===== src/rtl/cpu_ctrl_pkg.sv =====
// Shared encodings for the cpu_ctrl sequencer: opcodes, FSM states and
// datapath control codes.
package cpu_ctrl_pkg;

  localparam logic [4:0] OP_NOP   = 5'b00000;
  localparam logic [4:0] OP_HALT  = 5'b00001;
  localparam logic [4:0] OP_LDI   = 5'b00010;
  localparam logic [4:0] OP_ADD   = 5'b00011;
  localparam logic [4:0] OP_SUB   = 5'b00100;
  localparam logic [4:0] OP_AND   = 5'b00101;
  localparam logic [4:0] OP_OR    = 5'b00110;
  localparam logic [4:0] OP_LOAD  = 5'b01000;
  localparam logic [4:0] OP_STORE = 5'b01001;
  localparam logic [4:0] OP_JMP   = 5'b01010;
  localparam logic [4:0] OP_BZ    = 5'b01011;

  typedef enum logic [2:0] {
    S_IDLE,
    S_FETCH,
    S_DECODE,
    S_EXEC,
    S_MEM,
    S_WB,
    S_HALTED
  } state_e;

  localparam logic [1:0] PC_HOLD = 2'b00;
  localparam logic [1:0] PC_INC  = 2'b01;
  localparam logic [1:0] PC_JMP  = 2'b10;
  localparam logic [1:0] PC_REL  = 2'b11;

  localparam logic [1:0] ALU_ADD = 2'b00;
  localparam logic [1:0] ALU_SUB = 2'b01;
  localparam logic [1:0] ALU_AND = 2'b10;
  localparam logic [1:0] ALU_OR  = 2'b11;

  localparam logic [1:0] WSEL_ALU = 2'b00;
  localparam logic [1:0] WSEL_IMM = 2'b01;
  localparam logic [1:0] WSEL_MEM = 2'b10;

  function automatic logic [4:0] opcode_of(input logic [15:0] instr);
    return instr[15:11];
  endfunction

endpackage


===== src/rtl/cpu_ctrl_decode.sv =====
// Purely combinational opcode classifier feeding the cpu_ctrl FSM.
module cpu_ctrl_decode
  import cpu_ctrl_pkg::*;
(
  input  logic [4:0] opcode_i,
  output logic       is_alu_o,
  output logic       is_ldi_o,
  output logic       is_mem_o,
  output logic       is_store_o,
  output logic       is_branch_o,
  output logic       is_bz_o,
  output logic       is_halt_o,
  output logic       is_illegal_o,
  output logic [1:0] alu_op_o,
  output logic [1:0] wsel_o
);

  always_comb begin
    is_alu_o     = 1'b0;
    is_ldi_o     = 1'b0;
    is_mem_o     = 1'b0;
    is_store_o   = 1'b0;
    is_branch_o  = 1'b0;
    is_bz_o      = 1'b0;
    is_halt_o    = 1'b0;
    is_illegal_o = 1'b0;
    alu_op_o     = ALU_ADD;
    wsel_o       = WSEL_ALU;
    case (opcode_i)
      OP_NOP:   ;
      OP_HALT:  is_halt_o = 1'b1;
      OP_LDI: begin
        is_ldi_o = 1'b1;
        wsel_o   = WSEL_IMM;
      end
      OP_ADD: begin
        is_alu_o = 1'b1;
        alu_op_o = ALU_ADD;
      end
      OP_SUB: begin
        is_alu_o = 1'b1;
        alu_op_o = ALU_SUB;
      end
      OP_AND: begin
        is_alu_o = 1'b1;
        alu_op_o = ALU_AND;
      end
      OP_OR: begin
        is_alu_o = 1'b1;
        alu_op_o = ALU_OR;
      end
      OP_LOAD: begin
        is_mem_o = 1'b1;
        wsel_o   = WSEL_MEM;
      end
      OP_STORE: begin
        is_mem_o   = 1'b1;
        is_store_o = 1'b1;
      end
      OP_JMP:   is_branch_o = 1'b1;
      OP_BZ: begin
        is_branch_o = 1'b1;
        is_bz_o     = 1'b1;
      end
      default:  is_illegal_o = 1'b1;
    endcase
  end

endmodule


===== src/rtl/cpu_ctrl.sv =====
// Multi-cycle fetch/decode/execute sequencer: FSM, instruction register and
// output decode. Define CPU_CTRL_TRAP_EN to trap illegal opcodes into HALTED.
module cpu_ctrl
  import cpu_ctrl_pkg::*;
(
  input  logic        clk,
  input  logic        rst,
  input  logic        start,
  input  logic        mem_ack,
  input  logic [15:0] mem_rdata,
  input  logic        alu_zero,
  output logic        mem_req,
  output logic        mem_we,
  output logic        mem_addr_sel,
  output logic        pc_en,
  output logic [1:0]  pc_ctrl,
  output logic [7:0]  offset_addr,
  output logic [15:0] ir,
  output logic [1:0]  alu_op,
  output logic        reg_we,
  output logic [1:0]  reg_wsel,
  output logic        busy,
  output logic        halted
`ifdef CPU_CTRL_TRAP_EN
  ,
  output logic        illegal
`endif
);

  state_e      state_q, state_d;
  logic [15:0] ir_q, ir_d;

  logic       dec_alu, dec_ldi, dec_mem, dec_store;
  logic       dec_branch, dec_bz, dec_halt, dec_illegal;
  logic [1:0] dec_alu_op, dec_wsel;

  cpu_ctrl_decode u_decode (
    .opcode_i     (opcode_of(ir_q)),
    .is_alu_o     (dec_alu),
    .is_ldi_o     (dec_ldi),
    .is_mem_o     (dec_mem),
    .is_store_o   (dec_store),
    .is_branch_o  (dec_branch),
    .is_bz_o      (dec_bz),
    .is_halt_o    (dec_halt),
    .is_illegal_o (dec_illegal),
    .alu_op_o     (dec_alu_op),
    .wsel_o       (dec_wsel)
  );

`ifdef CPU_CTRL_TRAP_EN
  logic illegal_q, illegal_d;

  always_ff @(posedge clk or negedge rst) begin
    if (!rst) illegal_q <= 1'b0;
    else      illegal_q <= illegal_d;
  end

  assign illegal = illegal_q;
`endif

  always_ff @(posedge clk or negedge rst) begin
    if (!rst) begin
      state_q <= S_IDLE;
      ir_q    <= '0;
    end else begin
      state_q <= state_d;
      ir_q    <= ir_d;
    end
  end

  always_comb begin
    state_d      = state_q;
    ir_d         = ir_q;
    mem_req      = 1'b0;
    mem_we       = 1'b0;
    mem_addr_sel = 1'b0;
    pc_en        = 1'b0;
    pc_ctrl      = PC_HOLD;
    alu_op       = ALU_ADD;
    reg_we       = 1'b0;
    reg_wsel     = WSEL_ALU;
`ifdef CPU_CTRL_TRAP_EN
    illegal_d    = illegal_q;
`endif
    case (state_q)
      S_IDLE: if (start) state_d = S_FETCH;
      S_FETCH: begin
        mem_req = 1'b1;
        if (mem_ack) begin
          ir_d    = mem_rdata;
          pc_en   = 1'b1;
          pc_ctrl = PC_INC;
          state_d = S_DECODE;
        end
      end
      S_DECODE: state_d = S_EXEC;
      S_EXEC: begin
        if (dec_illegal) begin
`ifdef CPU_CTRL_TRAP_EN
          illegal_d = 1'b1;
          state_d   = S_HALTED;
`else
          state_d   = S_FETCH;
`endif
        end else if (dec_halt) begin
          state_d = S_HALTED;
        end else if (dec_alu || dec_ldi) begin
          alu_op  = dec_alu_op;
          state_d = S_WB;
        end else if (dec_mem) begin
          state_d = S_MEM;
        end else begin
          // Branch target comes from offset_addr; the PC has already been
          // incremented in FETCH, so BZ is relative to the next instruction.
          if (dec_branch && !dec_bz) begin
            pc_en   = 1'b1;
            pc_ctrl = PC_JMP;
          end else if (dec_bz && alu_zero) begin
            pc_en   = 1'b1;
            pc_ctrl = PC_REL;
          end
          state_d = S_FETCH;
        end
      end
      S_MEM: begin
        mem_req      = 1'b1;
        mem_addr_sel = 1'b1;
        mem_we       = dec_store;
        if (mem_ack) state_d = dec_store ? S_FETCH : S_WB;
      end
      S_WB: begin
        reg_we   = 1'b1;
        reg_wsel = dec_wsel;
        state_d  = S_FETCH;
      end
      S_HALTED: state_d = S_HALTED;
      default:  state_d = S_IDLE;
    endcase
  end

  assign ir          = ir_q;
  assign offset_addr = ir_q[7:0];
  assign busy        = (state_q != S_IDLE) && (state_q != S_HALTED);
  assign halted      = (state_q == S_HALTED);

endmodule


===== config.mk =====
export PLATFORM = sky130hd
export DESIGN_NAME = cpu_ctrl
export DESIGN_NICKNAME = d
export VERILOG_FILES = /design/src/rtl/cpu_ctrl_pkg.sv /design/src/rtl/cpu_ctrl_decode.sv /design/src/rtl/cpu_ctrl.sv
export SDC_FILE = /design/constraint.sdc
export NUM_CORES = 1
export LEC_CHECK = 0
export ABC_AREA = 1
export CORE_MARGIN = 1.5
export CORE_UTILIZATION = 35
export DETAILED_ROUTE_END_ITERATION = 7
export GPL_ROUTABILITY_DRIVEN = 0
export GPL_TIMING_DRIVEN = 0
export PLACE_DENSITY = 0.73
export SYNTH_ARGS = -nofsm -noshare
export SYNTH_HDL_FRONTEND = slang
export SYNTH_SLANG_ARGS = --single-unit
export TNS_END_PERCENT = 100

===== constraint.sdc =====
create_clock -name clk -period 1.19 [get_ports clk]
set_input_delay 0.2975 -clock clk [delete_from_list [all_inputs] [get_ports clk]]
set_output_delay 0.2975 -clock clk [all_outputs]
set_load 0.05 [all_outputs]

; Yosys cells after proc, flatten, opt, wreduce, memory -nomap -nowiden
; Index checks and enable logic that the tools add are counted.
[op_classes]
addsub = 0
mul = 0
n_div = 0
magnitude_cmp = 0
eq_ne = 20
shift = 0
mux = 43
n_bitwise = 0
reduce_logical = 15
[ops]
columns = cell, count
row1 = 3-bit two-way mux, 8
row2 = 2-bit two-way mux, 11
row3 = 3-bit one-hot mux with 7 select lines, 1
row4 = "5-bit by 4-bit equality test with 1-bit output, second input constant", 4
row5 = 1-bit two-way mux, 19
row6 = "5-bit by 3-bit equality test with 1-bit output, second input constant", 3
row7 = 11-bit OR reduction, 1
row8 = "5-bit by 2-bit equality test with 1-bit output, second input constant", 2
row9 = "3-bit equality test, second input constant", 3
row10 = 2-bit one-hot mux with 2 select lines, 2
row11 = "3-bit by 2-bit equality test with 1-bit output, second input constant", 2
row12 = "2-bit != test, second input constant", 3
row13 = 2-bit one-hot mux with 3 select lines, 1
row14 = 2-bit OR reduction, 3
row15 = "5-bit by 1-bit equality test with 1-bit output, second input constant", 1
row16 = 5-bit logical NOT, 1
row17 = 4-bit OR reduction, 1
row18 = "3-bit by 1-bit equality test with 1-bit output, second input constant", 1
row19 = 1-bit logical AND, 3
row20 = 3-bit logical NOT, 1
row21 = "3-bit != test, second input constant", 1
row22 = 3-bit AND reduction, 1
row23 = 3-bit nonzero test, 1
row24 = 1-bit one-hot mux with 2 select lines, 1
row25 = other kinds (3), 3
[totals]
register_bits = 19
latchBits = 0
ram_bits = 0
rom_bits = 0
input_bits = 21
output_inout_bits = 37
elab_cells = 80
memories = 0

; Logic depth before layout (Yosys ltp)
; Gate-level depths: netlist of the first run.
[depth]
ltp_word = 10
mapped_depth = 9
mapped_depth_nobuf = 9

; By module
; From an unflattened synthesis of the first run, not the netlist that was laid out.
[unflattened]
hier_cells = 174
area_unflattened_um2 = 1201.2
[by_module_without_submodules]
columns = module, n_inst, cells_each, area_per_inst_um2, seq_area_each_um2
row1 = cpu_ctrl, 1, 143, 1064.8, 475.5
row2 = cpu_ctrl_decode, 1, 31, 136.4, 0.0

; Least setup slack after synthesis of the first run
; No wires, ideal clock.
[synth_timing]
path_type = register -> output
startpoint = register state_q[2]
endpoint = output reg_wsel[0]
arrival_time_ps = 2506
required_ps = 892
path_slack_ps = -1613
path_stages_with_launch = 5
n_path_buf = 0
cell_sequence = dfrtp_1 > inv_1 > nor3_1 > nand2_1 > nor2_1
[synth_between]
elab_chain_len = 2
[synth_lines]
columns = item, line
row1 = start: declaration, cpu_ctrl.sv:30  ; state_e state_q, state_d;
row2 = start signal: assignment, cpu_ctrl.sv:67  ; state_q <= state_d;
row3 = 3-bit equality test, cpu_ctrl.sv:86  ; case (state_q)
row4 = 2-bit two-way mux, cpu_ctrl.sv:86
row5 = end: declaration, cpu_ctrl.sv:21  ; output logic [1:0] reg_wsel,
; Every way passes these cells.

; Worst setup path after layout of the first run
[layout_timing]
startpoint = register ir_q[11], in the netlist ir[11]
endpoint = output pc_en
[layout_between]
elab_chain_len = 10
elab_cells_between_ends = 32
classes_between = eq/ne: 10 / mux: 13 / reduce/logical: 9
[layout_lines]
columns = item, line
row1 = start: declaration, cpu_ctrl.sv:31  ; logic [15:0] ir_q, ir_d;
row2 = start signal: assignment, cpu_ctrl.sv:68  ; ir_q <= ir_d;
row3 = 5-bit by 4-bit equality test with 1-bit output, cpu_ctrl_decode.sv:29  ; case (opcode_i)
row4 = 1-bit two-way mux or 2-bit OR reduction (tied branches), n/a
row5 = "1-bit logical AND, or another cell as far along", cpu_ctrl.sv:119  ; end else if (dec_bz && alu_zero) begin
row6 = 1-bit two-way mux or 1-bit logical AND (tied branches), "cpu_ctrl.sv:119, cpu_ctrl.sv:116"
row7 = 1-bit two-way mux, cpu_ctrl.sv:116  ; if (dec_branch && !dec_bz) begin
row8 = 1-bit two-way mux, cpu_ctrl.sv:111  ; end else if (dec_mem) begin
row9 = 1-bit two-way mux, cpu_ctrl.sv:108  ; end else if (dec_alu || dec_ldi) begin
row10 = 1-bit two-way mux, cpu_ctrl.sv:106  ; end else if (dec_halt) begin
row11 = 1-bit two-way mux (*), cpu_ctrl.sv:99  ; if (dec_illegal) begin
row12 = 1-bit one-hot mux with 2 select lines (*), cpu_ctrl.sv:86
row13 = end: declaration, cpu_ctrl.sv:15  ; output logic pc_en,
; Mark *: on every way between the ends. The rest lies on a longest branch, timed or not.

==> flow_metrics.tcl, run 1 <==
set metrics [dict create \
    cp_max_fo 7 \
    fin_ws_ns -0.692 \
    holdCritPathClass "input pin to async pin" \
    postCtsHoldBufs 0 \
    critPathCaptureType "output pin" \
    pin_count 58 \
    die_x_um 58.5 \
    worst_r2r_path_depth 11 \
    rows 19 \
    synth_seq_cells 19 \
    grt_first_pass_wirelength_mm 5.14 \
    grt_max_degree 20 \
    wire_per_inst_um 16.3 \
    worstSkewPairLatency_ns 0.29 \
    htree_num_levels 1 \
    slowest_stage "dfrtp_2" \
    status "finished with violations" \
    grt_pass1_vias 1117 \
    vias_per_cell 4.96 \
    fp.dieH_um 58.5 \
    critPathRequiredTime_ns 0.89 \
    cts_sinks 19 \
    slew_viol_final 0 \
    totalWireLength_mm 3.86 \
    netlist_area_um2 1080 \
    slew_headroom 0.439 \
    whs_ns 0.0857 \
    area_growth_syn_to_layout_pct 126 \
    synth_area_per_cell_um2 9.29 \
    critPathKind "flop to output pin" \
    synth-seq-area-share 0.441 \
    cp-start-kind "flop" \
    path_buf_inv 3 \
    finalCriticalPeriod_ns 1.88 \
    die_area_um2 3420 \
    crit_family "buffers and inverters" \
    ys_warn_count 0 \
    rsz0062_at_grt "true" \
    crit_chain "inv_1 -> o211ai_1 -> buf_4 -> o21ai_4 -> buf_8" \
    hold_viol_final 0 \
    syn_inst 116 \
    cts_tree "yes" \
    pre_cts_slack_ns -1.18 \
    clockBufferDepth 2 \
    drtAntennaViolNets 0 \
    track_usage 0.198 \
    violations "setup timing" \
    r2r-start "state_q[2]" \
    start_util 0.381 \
    worstMarginPinSlew_ns 0.841 \
    nets 228 \
    syn_nets 137 \
    drive_gt1_frac 0.738 \
    dpl.hpwl_mm 2.07 \
    arrival_ns 1.58 \
    fin_crit_sh 1.58 \
    fmax_ghz 0.531 \
    antenna_found_initial 0 \
    cts_buffers 3 \
    max_stage_delay_ns 0.50 \
    drt_iter0_drc 32 \
    overflow 0 \
    coreArea_um2 2830 \
    skew_ns 0.00360 \
    cts-root-buf "clkbuf_4" \
    maxCapViolations 0 \
    drc 0 \
    num_antenna_cells 0 \
    synth_cell_types 22 \
    drtPass1Iterations 4 \
    num_vias 1175 \
    setup_viol 45 \
    clkTransAtPathRegs_ns 0.11 \
    r2r_setup_slack_ns -0.32 \
    portBuffers 57 \
    r2r-end "state_q[2]" \
]
==> cells in the mapped netlist <==
| cell | number | share of area |
|---|---|---|
| o21ai_0 | 2 | 0.0093 |
| nor2_1 | 17 | 0.059 |
| inv_1 | 14 | 0.049 |
| nand3_1 | 6 | 0.028 |
| o2111ai_1 | 1 | 0.0081 |
| mux2_4 | 10 | 0.14 |
| mux2_2 | 2 | 0.021 |
| a21oi_1 | 5 | 0.023 |
| nor3_1 | 4 | 0.019 |
| o21bai_1 | 1 | 0.0070 |
| o22ai_1 | 1 | 0.0058 |
| dfrtp_1 | 19 | 0.44 |
| nand4_1 | 3 | 0.017 |
| nor2_4 | 1 | 0.010 |
| buf_4 | 8 | 0.056 |
| nand2_1 | 15 | 0.052 |
| buf_6 | 1 | 0.010 |
| o211ai_1 | 2 | 0.014 |
| nand3_4 | 1 | 0.016 |
| buf_2 | 1 | 0.0046 |
| or2_2 | 1 | 0.0058 |
| inv_2 | 1 | 0.0035 |
==> logic make-up after synthesis <==
logic type,synth area share
flip-flops,0.441
multiplexers,0.160
AND/OR/NAND/NOR,0.208
AO/OA/AOI/OAI,0.0674
buffers and inverters,0.123
==> flip-flops by register name, summed over array words and instances, names as in the netlist <==
| register | flops |
|---|---|
| ir | 16 |
| state_q | 3 |
==> metrics by stage <==
stage / TNS [ns] / cell area [um2] / instances / utilization
5_1_grt: -13.95 / 2440 / 237 / 0.862
3_3_place_gp: -29.25 / 1840 / 204 / 0.651
2_1_floorplan: -5.50 / 1230 / 116 / -
6_report: -11.70 / 2440 / 237 / 0.862
4_1_cts: -10.97 / 2210 / 227 / 0.780
3_5_place_dp: -30.04 / 1840 / 204 / 0.651
==> final cells by class <==
| type | count | area, um2 |
|---|---|---|
| Clock inverter | 1 | 5.00 |
| Sequential cell | 19 | 495 |
| Timing Repair Buffer | 86 | 966 |
| Inverter | 15 | 75.1 |
| Tap cell | 31 | 38.8 |
| Buffer | 10 | 118 |
| Clock buffer | 3 | 22.5 |
| Multi-Input combinational cell | 72 | 717 |
| Fill cell | 144 | 392 |
==> worst register-to-register path, cell delays in order (launching register included) <==
cell and delay (ns):
dfrtp_2 0.45, buf_6 0.14, buf_6 0.13, buf_6 0.12, nand2_8 0.07, nand2_4 0.07
nand2_4 0.07, nand2_4 0.07, nor2_4 0.12, nand3_2 0.07, nand2_1 0.07, inv_1 0.04
==> worst max path at each step <==
| stage | startpoint | endpoint | slack, ns | cells past startpoint |
|---|---|---|---|---|
| global route | ir[11] | pc_en | -0.78 | 5 |
| global placement | mem_ack | pc_en | -1.19 | 5 |
| finish | ir[11] | pc_en | -0.69 | 5 |
| CTS | ir[14] | pc_en | -0.66 | 5 |
| floorplan | state_q[2] | reg_wsel[0] | -0.59 | 4 |
| detailed placement | mem_ack | pc_en | -1.18 | 5 |
==> what timing repair did <==
item	4_1_cts	5_1_grt
cloned	1	0
setup endpoints to repair	53	72
setup buffers	18	11
pin swaps	14	15
resized for setup	295	42
==> placed cells by master (no fill, tap or decap), types with 3 or more instances in the layout <==
| cell | instances |
|---|---|
| clkdlybuf4s50_1 | 19 |
| inv_4 | 6 |
| buf_8 | 17 |
| dfrtp_1 | 3 |
| nor3_4 | 4 |
| mux2_4 | 10 |
| buf_4 | 17 |
| nor2_1 | 7 |
| nand3_2 | 3 |
| nand2_1 | 7 |
| clkbuf_4 | 3 |
| nand4_1 | 3 |
| buf_6 | 40 |
| nor2_4 | 10 |
| nand2_4 | 5 |
| inv_1 | 4 |
| inv_2 | 4 |
| dfrtp_2 | 16 |
| a21oi_1 | 4 |
==> routing by layer <==
metal  vias up  global-route usage  share of wire
li1        555                   -              -
met1       546               0.247           0.40
met2        62               0.334           0.50
met3        12              0.0418          0.071
met4         0              0.0764          0.027
met5         -                   0              0
Power of run 1 is not shown: default switching activity piles up to over one toggle a cycle in this logic, so the estimate is an artifact.
==> run 2, diff against run 1 <==
--- a/config.mk
+++ b/config.mk
@@ -6,6 +6,7 @@
 export NUM_CORES = 1
 export LEC_CHECK = 0
 export ABC_AREA = 1
+export CORE_ASPECT_RATIO = 0.7
 export CORE_MARGIN = 1.5
 export CORE_UTILIZATION = 35
 export DETAILED_ROUTE_END_ITERATION = 7
==> run 2 against run 1 <==
The flow still finishes with violations (setup timing). Final cell count is 5.1% higher. Design area up 1.8%. Routed wire length is 20% higher. Critical endpoint unchanged.
==> flow_metrics.tcl, run 2 (synthesis results as in run 1) <==
set metrics [dict create \
    grt_max_degree 20 \
    cp-start-kind "flop" \
    fmax_ghz 0.524 \
    overflow 0 \
    grt_pass1_vias 1267 \
    cts_sinks 19 \
    maxCapViolations 0 \
    r2r_setup_slack_ns -0.45 \
    antenna_found_initial 0 \
    max_stage_delay_ns 0.45 \
    layout_commonest_cell "buf_6" \
    critPathRequiredTime_ns 0.89 \
    worstMarginPinSlew_ns 0.863 \
    cts_tree "yes" \
    nFillCells 114 \
    slew_viol_final 0 \
    clkTransAtPathRegs_ns 0.08 \
    finalCriticalPeriod_ns 1.91 \
    die_area_um2 3420 \
    grt_first_pass_wirelength_mm 6.24 \
    arrival_ns 1.61 \
    dpl.hpwl_mm 2.37 \
    setup_viol 44 \
    layout_common_cells "buf_6, buf_4, clkdlybuf4s50_1, dfrtp_2, buf_8" \
    rows 16 \
    cts_buffers 3 \
    nets 235 \
    clockBufferDepth 2 \
    cp_max_fo 4 \
    totalWireLength_mm 4.63 \
    start_util 0.376 \
    drt_iter0_drc 64 \
    utilization 0.867 \
    drc 0 \
    pin_count 58 \
    num_antenna_cells 0 \
    htree_num_levels 1 \
    r2r-end "state_q[2]" \
    drtAntennaViolNets 0 \
    fin_ws_ns -0.717 \
    rsz0062_at_grt "true" \
    slowest_stage "dfrtp_2" \
    fin_crit_sh 1.60 \
    worst_r2r_path_depth 12 \
    crit_family "flip-flops" \
    holdCritPathClass "input pin to async pin" \
    coreArea_um2 2860 \
    status "finished with violations" \
    critPathCaptureType "output pin" \
    pre_cts_slack_ns -1.21 \
    slew_headroom 0.424 \
    worstSkewPairLatency_ns 0.26 \
    cts-root-buf "clkbuf_8" \
    violations "setup timing" \
    die_x_um 69.3 \
    crit_chain "nor3_4 -> o211ai_1 -> buf_4 -> o21ai_4 -> buf_6" \
    hold_viol_final 0 \
    drive_gt1_frac 0.751 \
    portBuffers 57 \
    fp.dieH_um 49.4 \
    path_buf_inv 2 \
    largest_reg_flops 16 \
    multi_input_area_um2 711 \
    critPathKind "flop to output pin" \
    r2r-start "state_q[2]" \
    vias_per_cell 5.08 \
    skew_ns 0.00291 \
    wire_per_inst_um 18.6 \
    drtPass1Iterations 4 \
    area_growth_syn_to_layout_pct 130 \
    track_usage 0.234 \
    regArea_um2 495 \
    num_vias 1266 \
]
run 2: worst max-delay path by stage:
stage / from / endpoint / slack, ns / cells past startpoint
4_1_cts: ir[14] / pc_en / -0.62 / 5
3_3_place_gp: mem_ack / pc_en / -1.19 / 5
2_1_floorplan: state_q[2] / reg_wsel[0] / -0.59 / 4
3_5_place_dp: mem_ack / pc_ctrl[0] / -1.21 / 5
6_report: ir[15] / pc_en / -0.72 / 5
5_1_grt: ir[15] / pc_en / -0.76 / 5
run 2: area by class of cell:
| type | instances | share of cell area |
|---|---|---|
| Multi-Input combinational cell | 72 | 0.286 |
| Clock inverter | 1 | 0.00302 |
| Sequential cell | 19 | 0.200 |
| Inverter | 15 | 0.0323 |
| Tap cell | 36 | 0.0181 |
| Buffer | 7 | 0.0368 |
| Clock buffer | 3 | 0.0166 |
| Timing Repair Buffer | 96 | 0.407 |
run 2: what timing repair did:
action,CTS,global route
setup endpoints to repair,53,73
cloned,0,1
setup buffers,20,19
hold endpoints to repair,0,0
hold buffers,0,0
gates resized for setup,286,49
pin swaps,11,11
run 2: layer usage:
| metal | routed length (um) | vias up | GRT usage |
|---|---|---|---|
| li1 | - | 571 | - |
| met1 | 1900 | 620 | 0.289 |
| met2 | 2340 | 60 | 0.405 |
| met3 | 257 | 15 | 0.0517 |
| met4 | 129 | 0 | 0.0784 |
| met5 | 0 | - | 0 |
run 2: metrics by stage:
| stage | setup TNS, ns | std cells | hold slack, ns | area [um2] |
|---|---|---|---|---|
| global route | -14.62 | 249 | 0.217 | 2480 |
| global placement | -28.44 | 209 | 0.489 | 1850 |
| detailed placement | -29.83 | 209 | 0.497 | 1850 |
| finish | -13.25 | 249 | 0.133 | 2480 |
| floorplan | -5.50 | 116 | 0.00191 | 1230 |
| CTS | -9.17 | 230 | 0.500 | 2160 |
Power of run 2 is left out for the same reason.
==> run 3, diff against run 2 <==
--- a/config.mk
+++ b/config.mk
@@ -5,14 +5,12 @@
 export SDC_FILE = /design/constraint.sdc
 export NUM_CORES = 1
 export LEC_CHECK = 0
-export ABC_AREA = 1
 export CORE_ASPECT_RATIO = 0.7
 export CORE_MARGIN = 1.5
 export CORE_UTILIZATION = 35
 export DETAILED_ROUTE_END_ITERATION = 7
-export GPL_ROUTABILITY_DRIVEN = 0
 export GPL_TIMING_DRIVEN = 0
-export PLACE_DENSITY = 0.73
+export PLACE_DENSITY = 0.72
 export SYNTH_ARGS = -nofsm -noshare
 export SYNTH_HDL_FRONTEND = slang
 export SYNTH_SLANG_ARGS = --single-unit
==> run 3 against run 2 <==
The flow still finishes with violations (setup timing). Setup slack worse by 0.065 ns. Design area is 1.4% lower. Clock skew hardly changed. Core utilization is 2.4 points lower. Flip-flop and latch count stayed put. Fmax is 3.3% lower. Synthesized cell count is 20% lower. Hold slack better by 0.12 ns.
==> flow_metrics.tcl, run 3 <==
set metrics [dict create \
    synth_top_flop_cell "dfrtp_1" \
    antenna_found_initial 1 \
    grt_first_pass_wirelength_mm 6.27 \
    pin_count 58 \
    hold_viol_final 0 \
    critPathCaptureType "output pin" \
    synth_seq_cells 19 \
    nets 206 \
    cts_tree "yes" \
    synthTopCellsByArea "dfrtp_1, mux2_4, mux2_2" \
    layout_commonest_cell "buf_6" \
    finalCriticalPeriod_ns 1.97 \
    skew_ns 0.00263 \
    worstMarginPinSlew_ns 0.860 \
    start_util 0.382 \
    place.gp.congestion 0.789 \
    syn_inst 93 \
    drtPass1Iterations 4 \
    cts_sinks 19 \
    arrival_ns 1.67 \
    netlist_area_um2 1110 \
    yosys.area.top_type "dfrtp_1" \
    synth_area_per_cell_um2 11.9 \
    yosys.area.top_type_share 0.428 \
    grt_pass1_vias 1153 \
    cp_max_fo 6 \
    fin_ws_ns -0.781 \
    portBuffers 57 \
    fp.dieH_um 50.1 \
    synth_cell_types 35 \
    wire_per_inst_um 20.8 \
    totalWireLength_mm 4.59 \
    cts_buffers 3 \
    violations "setup timing" \
    grt_max_degree 20 \
    rsz0062_at_grt "true" \
    setup_viol 44 \
    cp-start-kind "flop" \
    slew_viol_final 0 \
    drt_iter0_drc 106 \
    holdCritPathClass "input pin to async pin" \
    critPathRequiredTime_ns 0.89 \
    fmax_ghz 0.507 \
    overflow 0 \
    synth_edf_count 0 \
    layout_common_cells "buf_6, buf_4, buf_8, clkdlybuf4s50_1, mux2_4" \
    num_vias 1181 \
    coreArea_um2 2900 \
    htree_num_levels 1 \
    async_flop_share 1.00 \
    critPathKind "flop to output pin" \
    vias_per_cell 5.34 \
    status "finished with violations" \
    slew_headroom 0.427 \
    largest_reg_flops 16 \
    synth_common_cells "dfrtp_1, buf_4, mux2_4" \
    maxCapViolations 0 \
    drive_gt1_frac 0.777 \
    clockBufferDepth 2 \
    utilization 0.844 \
    worstSkewPairLatency_ns 0.26 \
    r2r_setup_slack_ns -0.62 \
    die_x_um 70.3 \
    drtAntennaViolNets 0 \
    clkTransAtPathRegs_ns 0.07 \
    finalSetupTns_ns -15.92 \
    die_area_um2 3520 \
    synth-seq-area-share 0.428 \
    cts-root-buf "clkbuf_8" \
    drc 0 \
    whs_ns 0.253 \
    track_usage 0.238 \
    rows 16 \
    syn_nets 114 \
    dpl.hpwl_mm 2.23 \
    ys_warn_count 0 \
    area_growth_syn_to_layout_pct 121 \
    fin_crit_sh 1.66 \
    yosysMostFrequentCell "dfrtp_1" \
]
## run 3: timing repair
action,in CTS,in global routing
setup endpoints to repair,68,51
gates resized for setup,286,34
hold buffers,0,0
buffers inserted,28,6
endpoints found under the hold margin,0,0
pin swaps,11,3
## run 3: area by class of cell
| cell class | instances | area [um2] |
|---|---|---|
| Clock buffer | 3 | 41.3 |
| Timing Repair Buffer | 90 | 991 |
| Clock inverter | 1 | 5.00 |
| Sequential cell | 19 | 493 |
| Buffer | 12 | 143 |
| Antenna cell | 1 | 2.50 |
| Inverter | 2 | 10.0 |
| Tap cell | 36 | 45.0 |
| Multi-Input combinational cell | 57 | 718 |
| Fill cell | 143 | 454 |
## run 3: cell families (layout without fill, tap and decap cells)
family | after synthesis | in the layout | synth area share
AO/OA/AOI/OAI | 13 | 13 | 0.0947
multiplexers | 16 | 16 | 0.189
flip-flops | 19 | 19 | 0.428
other | 0 | 1 | 0
AND/OR/NAND/NOR | 26 | 26 | 0.154
XOR/XNOR | 2 | 2 | 0.0158
buffers and inverters | 17 | 108 | 0.117
## run 3: per-layer routing
| metal | vias up | GRT usage | part of all wire | wire, um |
|---|---|---|---|---|
| met1 | 588 | 0.297 | 0.38 | 1750 |
| li1 | 516 | - | - | - |
| met2 | 63 | 0.415 | 0.53 | 2460 |
| met4 | 0 | 0.0897 | 0.024 | 109 |
| met5 | - | 0 | 0 | 0 |
| met3 | 14 | 0.0389 | 0.059 | 273 |
## run 3: through the flow
stage	area [um2]	setup slack (ns)	cells
after floorplan	1310	-0.658	93
after global placement	1920	-1.47	186
after global routing	2450	-0.830	221
after CTS	2290	-0.676	215
final	2450	-0.781	221
after detailed placement	1920	-1.55	186
## run 3: path summary, 6_finish.rpt
check,start,to,depth (start not counted)
worst min register to register,ir[8],ir[8],1
min in group clk,ir[8],ir[8],1
max in group asynchronous,rst,ir[12],1
worst max register to register,state_q[1],ir[2],9
worst max-delay path,state_q[1],reg_wsel[0],5
worst min-delay path,rst,state_q[1],1
## run 3: worst max-delay path, cell delays in order, from the launching register on
cell and delay, ns:
dfrtp_1 0.42, clkbuf_8 0.17, nand3b_1 0.26, buf_4 0.20, nor4_4 0.16, buf_6 0.20
Power of run 3 is left out for the same reason.
